`config.mk`:
```
export PLATFORM = sky130hd
export DESIGN_NAME = lsu_mem_port
export DESIGN_NICKNAME = d
export VERILOG_FILES = /design/src/rtl/lsu_pkg.sv /design/src/rtl/lsu_lane_align.sv /design/src/rtl/lsu_mem_port.sv
export SDC_FILE = /design/constraint.sdc
export NUM_CORES = 1
export LEC_CHECK = 0
export ABC_AREA = 1
export BUFFER_PORTS_ARGS = -buffer_cell sky130_fd_sc_hd__buf_2
export CAP_MARGIN = 30
export CORE_UTILIZATION = 45
export CTS_CLUSTER_SIZE = 40
export DETAILED_ROUTE_END_ITERATION = 6
export HOLD_SLACK_MARGIN = 0.05
export PLACE_DENSITY = 0.79
export SYNTH_ARGS = -nofsm -noshare
export SYNTH_HDL_FRONTEND = slang
export SYNTH_SLANG_ARGS = --single-unit
export TNS_END_PERCENT = 1
```
`constraint.sdc`:
```
create_clock -name clk -period 2 [get_ports clk]
set_input_delay 0.2 -clock clk [delete_from_list [all_inputs] [get_ports clk]]
set_output_delay 0.2 -clock clk [all_outputs]
set_load 0.05 [all_outputs]
```
`src/rtl/lsu_pkg.sv`:
```
// Shared types for the load/store memory port: request sizes, FSM states and lane widths.
package lsu_pkg;

    typedef enum logic [1:0] {
        SZ_BYTE = 2'b00,
        SZ_HALF = 2'b01,
        SZ_WORD = 2'b10
    } lsu_size_e;

    typedef enum logic [2:0] {
        ST_IDLE     = 3'd0,
        ST_RD_ADDR  = 3'd1,
        ST_RD_DATA  = 3'd2,
        ST_WR       = 3'd3,
        ST_RMW_ADDR = 3'd4,
        ST_RMW_DATA = 3'd5,
        ST_RMW_WR   = 3'd6
    } lsu_state_e;

    localparam int unsigned BYTE_W = 8;
    localparam int unsigned HALF_W = 16;
    localparam int unsigned WORD_W = 32;

endpackage

```
`src/rtl/lsu_lane_align.sv`:
```
// Combinational lane logic: little-endian load extract/extend and sub-word store merge.
module lsu_lane_align
    import lsu_pkg::*;
(
    input  logic [1:0]        size,
    input  logic [1:0]        addr_lo,
    input  logic              is_unsigned,
    input  logic [WORD_W-1:0] old_word,
    input  logic [WORD_W-1:0] wdata,
    output logic [WORD_W-1:0] load_data,
    output logic [WORD_W-1:0] merged_word
);

    logic [BYTE_W-1:0] byte_lane;
    logic [HALF_W-1:0] half_lane;
    logic [4:0]        byte_lsb;
    logic [4:0]        half_lsb;

    assign byte_lsb  = {addr_lo, 3'b000};
    assign half_lsb  = {addr_lo[1], 4'b0000};
    assign byte_lane = old_word[byte_lsb +: BYTE_W];
    assign half_lane = old_word[half_lsb +: HALF_W];

    always_comb begin
        load_data   = old_word;
        merged_word = wdata;
        case (size)
            SZ_BYTE: begin
                load_data = is_unsigned ? {{(WORD_W-BYTE_W){1'b0}}, byte_lane}
                                        : {{(WORD_W-BYTE_W){byte_lane[BYTE_W-1]}}, byte_lane};
                merged_word = old_word;
                merged_word[byte_lsb +: BYTE_W] = wdata[BYTE_W-1:0];
            end
            SZ_HALF: begin
                load_data = is_unsigned ? {{(WORD_W-HALF_W){1'b0}}, half_lane}
                                        : {{(WORD_W-HALF_W){half_lane[HALF_W-1]}}, half_lane};
                merged_word = old_word;
                merged_word[half_lsb +: HALF_W] = wdata[HALF_W-1:0];
            end
            default: begin
                load_data   = old_word;
                merged_word = wdata;
            end
        endcase
    end

endmodule

```
`src/rtl/lsu_mem_port.sv`:
```
// Load/store initiator for the single-port word memory; sub-word stores use read-modify-write.
// Optional LSU_RANGE_CHECK_EN rejects word addresses at or beyond MEM_WORDS.
module lsu_mem_port
    import lsu_pkg::*;
#(
    parameter int unsigned MEM_WORDS = 256
)
(
    input  logic        clk,
    input  logic        rst,
    input  logic        req_valid,
    output logic        req_ready,
    input  logic        req_write,
    input  logic [1:0]  req_size,
    input  logic        req_unsigned,
    input  logic [31:0] req_addr,
    input  logic [31:0] req_wdata,
    output logic        resp_valid,
    output logic [31:0] resp_rdata,
    output logic        resp_err,
    output logic [31:0] mem_addr,
    output logic        mem_write_enable,
    output logic [31:0] mem_write_data,
    input  logic [31:0] mem_read_data
);

`ifdef LSU_RANGE_CHECK_EN
    localparam logic RANGE_CHECK = 1'b1;
`else
    localparam logic RANGE_CHECK = 1'b0;
`endif

    lsu_state_e  state_q, state_d;
    logic [31:0] addr_q, addr_d;
    logic [1:0]  size_q, size_d;
    logic        uns_q, uns_d;
    logic [31:0] wdata_q, wdata_d;
    logic [31:0] merge_q, merge_d;
    logic        resp_valid_q, resp_valid_d;
    logic        resp_err_q, resp_err_d;
    logic [31:0] resp_rdata_q, resp_rdata_d;

    logic [31:0] req_word_addr;
    logic [31:0] word_addr_q;
    logic        misaligned;
    logic        bad_size;
    logic        out_of_range;
    logic        req_err;
    logic [31:0] load_data;
    logic [31:0] merged_word;

    assign req_word_addr = {2'b00, req_addr[31:2]};
    assign word_addr_q   = {2'b00, addr_q[31:2]};

    assign misaligned   = ((req_size == SZ_HALF) && req_addr[0]) ||
                          ((req_size == SZ_WORD) && (req_addr[1:0] != 2'b00));
    assign bad_size     = (req_size == 2'b11);
    assign out_of_range = RANGE_CHECK && (req_word_addr >= MEM_WORDS);
    assign req_err      = misaligned || bad_size || out_of_range;

    // Both load extract and store merge consume the word the memory returns this cycle.
    lsu_lane_align u_lane_align (
        .size        (size_q),
        .addr_lo     (addr_q[1:0]),
        .is_unsigned (uns_q),
        .old_word    (mem_read_data),
        .wdata       (wdata_q),
        .load_data   (load_data),
        .merged_word (merged_word)
    );

    always_comb begin
        state_d          = state_q;
        addr_d           = addr_q;
        size_d           = size_q;
        uns_d            = uns_q;
        wdata_d          = wdata_q;
        merge_d          = merge_q;
        resp_valid_d     = 1'b0;
        resp_err_d       = 1'b0;
        resp_rdata_d     = 32'h0;
        req_ready        = 1'b0;
        mem_addr         = 32'h0;
        mem_write_enable = 1'b0;
        mem_write_data   = 32'h0;

        case (state_q)
            ST_IDLE: begin
                req_ready = 1'b1;
                if (req_valid) begin
                    if (req_err) begin
                        resp_valid_d = 1'b1;
                        resp_err_d   = 1'b1;
                    end else begin
                        addr_d  = req_addr;
                        size_d  = req_size;
                        uns_d   = req_unsigned;
                        wdata_d = req_wdata;
                        if (!req_write)
                            state_d = ST_RD_ADDR;
                        else if (req_size == SZ_WORD)
                            state_d = ST_WR;
                        else
                            state_d = ST_RMW_ADDR;
                    end
                end
            end
            ST_RD_ADDR: begin
                mem_addr = word_addr_q;
                state_d  = ST_RD_DATA;
            end
            ST_RD_DATA: begin
                mem_addr     = word_addr_q;
                resp_valid_d = 1'b1;
                resp_rdata_d = load_data;
                state_d      = ST_IDLE;
            end
            ST_WR: begin
                mem_addr         = word_addr_q;
                mem_write_enable = 1'b1;
                mem_write_data   = wdata_q;
                resp_valid_d     = 1'b1;
                state_d          = ST_IDLE;
            end
            ST_RMW_ADDR: begin
                mem_addr = word_addr_q;
                state_d  = ST_RMW_DATA;
            end
            ST_RMW_DATA: begin
                mem_addr = word_addr_q;
                merge_d  = merged_word;
                state_d  = ST_RMW_WR;
            end
            ST_RMW_WR: begin
                mem_addr         = word_addr_q;
                mem_write_enable = 1'b1;
                mem_write_data   = merge_q;
                resp_valid_d     = 1'b1;
                state_d          = ST_IDLE;
            end
            default: begin
                state_d = ST_IDLE;
            end
        endcase
    end

    // Strobes decode from state_q, so an async reset drops them without waiting for a clock.
    always_ff @(posedge clk or negedge rst) begin
        if (!rst) begin
            state_q      <= ST_IDLE;
            addr_q       <= 32'h0;
            size_q       <= 2'b00;
            uns_q        <= 1'b0;
            wdata_q      <= 32'h0;
            merge_q      <= 32'h0;
            resp_valid_q <= 1'b0;
            resp_err_q   <= 1'b0;
            resp_rdata_q <= 32'h0;
        end else begin
            state_q      <= state_d;
            addr_q       <= addr_d;
            size_q       <= size_d;
            uns_q        <= uns_d;
            wdata_q      <= wdata_d;
            merge_q      <= merge_d;
            resp_valid_q <= resp_valid_d;
            resp_err_q   <= resp_err_d;
            resp_rdata_q <= resp_rdata_d;
        end
    end

    assign resp_valid = resp_valid_q;
    assign resp_err   = resp_err_q;
    assign resp_rdata = resp_rdata_q;

endmodule

```
# --- Word level (Yosys, flattened, before mapping) ---
# Index checks and enable logic that the tools add are counted.
op_classes:
  addsub: 2
  eq_ne: 12
  n_shift: 6
  muxes: 20
  bitwise: 1
  reduce_logical: 12
op_table:
  columns: ["cell", "count"]
  rows:
  - ["one-hot mux 32 bit (2 select lines)", 3]
  - ["two-way mux 32 bit", 3]
  - ["bitwise mux 32 bit", 2]
  - ["variable shift 16 x 7 -> 32 bit (first input constant)", 1]
  - ["variable shift 8 x 7 -> 32 bit (first input constant)", 1]
  - ["variable part select 16 x 7 -> 32 bit", 1]
  - ["variable part select 32 x 6 -> 16 bit", 1]
  - ["variable part select 32 x 6 -> 8 bit", 1]
  - ["variable part select 8 x 7 -> 32 bit", 1]
  - ["two-way mux 30 bit", 1]
  - ["negator 5 -> 7 bit", 2]
  - ["two-way mux 3 bit", 4]
  - ["one-hot mux 3 bit (4 select lines)", 1]
  - ["== test 3 bit (second input constant)", 3]
  - ["== test 3 x 2 -> 1 bit (second input constant)", 2]
  - ["OR reduction 6 bit", 1]
  - ["two-way mux 1 bit", 5]
  - ["== test 2 x 1 -> 1 bit (second input constant)", 2]
  - ["== test 2 bit (second input constant)", 2]
  - ["inequality test 2 bit (second input constant)", 2]
  - ["== test 3 x 1 -> 1 bit (second input constant)", 1]
  - ["logical NOT 3 bit", 1]
  - ["AND reduction 3 bit", 1]
  - ["OR reduction 3 bit", 1]
  - ["8 further kinds", 10]
word_totals:
  register_bits: 136
  input_bits: 103
  wordCells: 62

# --- Longest topological paths before layout ---
logic_depth:
  ltp_word: 7
  mapped_depth: 12
  ltp_nobuf: 9

# --- Hierarchy ---
# From an unflattened synthesis, not the netlist that was laid out.
unflattened:
  hier_cells: 1099
  area_unflattened_um2: 7712.4
by_module_without_submodules:
  columns: ["module", "instances", "cells_per_inst", "area_each_um2"]
  rows:
  - ["lsu_mem_port", 1, 708, 5859.4]
  - ["lsu_lane_align", 1, 391, 1853.0]

# --- Worst setup path before layout ---
# No wires, ideal clock.
synth_path:
  path_kind: "register to register"
  startpoint: "register addr_q[1]"
  endpoint: "register merge_q[6]"
  arrival_time_ns: 1.978
  required_ns: 1.929
  slack_ns: -0.049
  path_stages_with_launch: 13
  period_less_slack_ns: 2.049
  path_cell_list: "dfrtp_1 -> buf_4 -> inv_4 -> clkbuf_1 -> ha_1 -> buf_2 -> inv_1 -> nand2_1 -> inv_1 -> nand2_1 -> a21oi_1 -> nor2_1 -> nor2_1"
synth_between:
  elab_chain_cells: 4
  word_cells_on_any_way: 9
synth_lines:
  columns: ["item", "line", "text"]
  rows:
  - ["from (decl)", "lsu_mem_port.sv:34", "logic [31:0] addr_q, addr_d;"]
  - ["from (signal assigned)", "lsu_mem_port.sv:161", "addr_q <= addr_d;"]
  - ["negator 5 -> 7 bit, on equally long branches", "lsu_lane_align.sv:38, lsu_lane_align.sv:32", null]
  - ["variable part select 16 x 7 -> 32 bit (tied with other cells)", "lsu_lane_align.sv:38", "merged_word[half_lsb +: HALF_W] = wdata[HALF_W-1:0];"]
  - ["bitwise mux 32 bit, on equally long branches", "lsu_lane_align.sv:38, lsu_lane_align.sv:32", null]
  - ["one-hot mux 32 bit (2 select lines) (*)", "lsu_lane_align.sv:27", "case (size)"]
  - ["to (signal assigned)", "lsu_mem_port.sv:165", "merge_q <= merge_d;"]
  - ["to (decl)", "lsu_mem_port.sv:38", "logic [31:0] merge_q, merge_d;"]
# Mark *: on every way between the ends. The rest lies on a longest branch, timed or not.
# A chain may end at the register's enable or synchronous reset.

# --- Worst setup path in the final report ---
layout_path:
  startpoint: "register state_q[2]"
  endpoint: "output port mem_write_data[28]"
layout_between:
  elab_chain_cells: 2
  word_cells_on_any_way: 3
layout_lines:
  columns: ["item", "line", "text"]
  rows:
  - ["from (decl)", "lsu_mem_port.sv:33", "lsu_state_e state_q, state_d;"]
  - ["from (signal assigned)", "lsu_mem_port.sv:160", "state_q <= state_d;"]
  - ["== test 3 bit or == test 3 x 2 -> 1 bit (tied branches)", "lsu_mem_port.sv:87", "case (state_q)"]
  - ["one-hot mux 32 bit (2 select lines) (*)", "lsu_mem_port.sv:87", null]
  - ["to (decl)", "lsu_mem_port.sv:23", "output logic [31:0] mem_write_data,"]
# Marks and branches as above.

==> impl_results.md <==
* Mapped Cells at ~1200
* Worst slew pin tran at 0.6476 ns
* Wirelength, routed at ~28000 um
* Total GRT Usage at a little under a third
* Sequential-to-total area share from yosys stat at between 40% and 50%
* R2r setup slk at roughly 0.27 ns
* Synth-to-Final Area Change at 33.01%
* GRT overflow at 0
* Final Hold Viols at 0
* Startpoint class of the critical path: flop
* Netlist cell types at 29
* Final HPWL DP at 18970 um
* DR vias at 8795
* Main synth FF type: dfrtp_1
* Core ar. at ~17000 um^2
* Power Total at 17.80 mW
* Fillers at between 1500 and 2000
* RSZ-0062 raised after global routing: true
* Layout cell share with drive strength beyond 1 at between 20% and 30%
* Vias per cell at 5.298
* Worst r2r dst: merge_q[27]$_DFFE_PN0P_
* Setup violations, final at 0
* First-pass GRT wire length at 42920 um
* Die area at around 19000 um^2
* Clk root buf: clkbuf_16
* Layout Utilization at 61.73%
* Worst min path class: input port to flop
* Max-slew violations at 0
* Max transition margin at 56.76%
* Max Cap Viol at 0
* CTS buffer count at 17
* WL/cell at about 17 um
* Critical register-to-register path startpoint: addr_q[0]$_DFFE_PN0P_
* Die Y at between 100 and 150 um
* TritonRoute pass-1 iters at 5
* Hold Path Depth at 3
* RD Place Congestion at between 0.9 and 1
* Top post-synthesis cells by area: dfrtp_1 42%, nand2_1 15%, inv_1 8.1%, nand3_1 6.8%, a21oi_1 4.9%
* Setup TNS at 0 ns
* I/O Buffers at 200
* WP data required at 1.80 ns
* Cell Pwr Density at ~1600 nW/um^2
* Worst reg2reg path depth at 5
* Lkg Pwr at ~6 nW
* Antenna Nets Post-Route at 0
* Critical path type: flop to output port
* Crit-path max FO at 13
* Fraction of registers with async set/reset at 100.0%
* Antenna violations before repair at 0
* Cell with the most instances after synthesis: nand2_1
* Initial DRC count at about 830
* Final worst slack at approximately 0.00047 ns
* H-Tree Depth at 4
* Synth cell count leaders: 331 x nand2_1, 176 x inv_1, 136 x dfrtp_1, 110 x nand3_1, 81 x nor2_1
* Residual DRC count at 0
* Fmax at between 500 and 600 MHz
* CTS max path bufs at 2
* Top cell type's share of synthesized area at a little over two fifths
* Minimum clock period at 2.000 ns
* CP Data Arrival Time at around 1.8 ns
* Hold Path Origin: mem_read_data[18]
* Clock sinks at approximately 140
* CP endpoint kind: output port
* Worst skew pair latency at between 0.4 and 0.5 ns
* Die X at approximately 140 um
* Synth area leader: dfrtp_1
* Antenna cells at 0
* Avg Cell Area, Syn at between 6 and 7 um^2
* Row count at 48
* Tcrit/Tclk final at around 100%
* Post-Synthesis Cell Area at between 8000 and 9000 um^2
* CTS tree: built
* Hold slack at between 0.07 and 0.08 ns
* Crit path launch: state_q[2]$_DFFE_PN0P_
* Clock transition at path regs at about 0.06 ns
* Flip-flop and latch count after synthesis at ~140
* Initial Util at between 40% and 50%
* DP Worst Slack at around 0.30 ns
* Hold EP: resp_rdata[18]$_DFF_PN0_
* IO Pins at slightly above 200
* Post-synth EDFFs at 0
* Worst Skew at between 0.01 and 0.015 ns
* Largest net degree at the start of global routing at 50
* Peak supply drop at 1146 uV
* Number of global-route vias before repair at around 8300
* Status: complete, no violations
* Synth Warn # at 0
* Post-CTS Setup Inserts at 0
* Fin nets at 1530
power breakdown:
part	switching, mW	leakage, nW	internal [mW]	total [mW]
combinational	7.13	4.04	2.95	10.1
clock	1.29	0.260	1.73	3.02
sequential	0.790	1.70	3.91	4.70
stage by stage:
stage,std cells,cell area (um^2)
after floorplan,1177,8117
after global placement,1563,9358
after detailed placement,1563,9358
after CTS,1660,10650
after global routing,1660,10790
final,1660,10790
how the worst max path moves through the flow:
| stage | to | slack [ns] |
|---|---|---|
| finish | mem_write_data[28] | 0.0005 |
| global route | mem_addr[12] | -0.05 |
| CTS | mem_write_data[3] | -0.002 |
| detailed placement | size_q[1]$_DFFE_PN0P_ | 0.30 |
| global placement | size_q[1]$_DFFE_PN0P_ | 0.28 |
| floorplan | merge_q[6]$_DFFE_PN0P_ | 0.10 |
state kept, by name, summed over array words and instances, names as in the netlist:
name / count
size_q: 2
state_q: 3
uns_q: 1
wdata_q: 32
addr_q: 32
resp_valid: 1
resp_rdata: 32
resp_err: 1
merge_q: 32
cell families (layout without fill, tap and decap cells):
| family | Yosys count | after routing | synth area share [%] |
|---|---|---|---|
| and+or+nand+nor | 533 | 533 | 26.81 |
| buffers and inverters | 258 | 516 | 13.36 |
| DFF | 136 | 136 | 41.96 |
| other | 1 | 2 | 0.04623 |
| adders and majority gates | 5 | 5 | 0.7712 |
| AOI/OAI and AO/OA | 243 | 243 | 17.06 |
cell type report:
class	count	area, um^2	share of cell area, %
Clock buffer	20	436.7	4.047
Sequential cell	136	3408	31.59
Inverter	182	685.7	6.355
Multi-Input combinational cell	783	3685	34.15
Clock inverter	12	120.1	1.113
Tap cell	225	281.5	2.609
Timing Repair Buffer	302	2172	20.13
critical path, stage by stage (launching register included):
cell	delay, ns
dfrtp_2	0.45
inv_2	0.09
nand3_1	0.10
buf_4	0.22
o22ai_1	0.26
buf_4	0.26
cell usage in the layout (no fill, tap or decap), types with 7 or more instances in the layout:
cell and count:
nand2_1 331, inv_1 175, buf_2 155, dfrtp_1 132, nand3_1 110, nor2_1 80, a21oi_1 79, o21ai_0 73
dlygate4sd3_1 65, buf_4 55, o22ai_1 25, o211ai_1 25, a21boi_1 24, buf_6 18, clkbuf_16 17, o21ai_1 8
o22ai_2 7
layer usage:
metal / track usage, % / up-vias / share of wire [%]
met5: 0 / - / 0
met4: 11.42 / 0 / 2.4
met3: 6.376 / 54 / 8.6
met2: 49.46 / 447 / 47
met1: 39.57 / 4081 / 42
li1: - / 4213 / -
timing repair:
| item | CTS | global route |
|---|---|---|
| gates resized for setup | 26 | 65 |
| endpoints found under the setup margin | 22 | 61 |
| hold buffers | 65 | 0 |
| hold endpoints to repair | 106 | 0 |
Power figures use the tool's default switching activity.
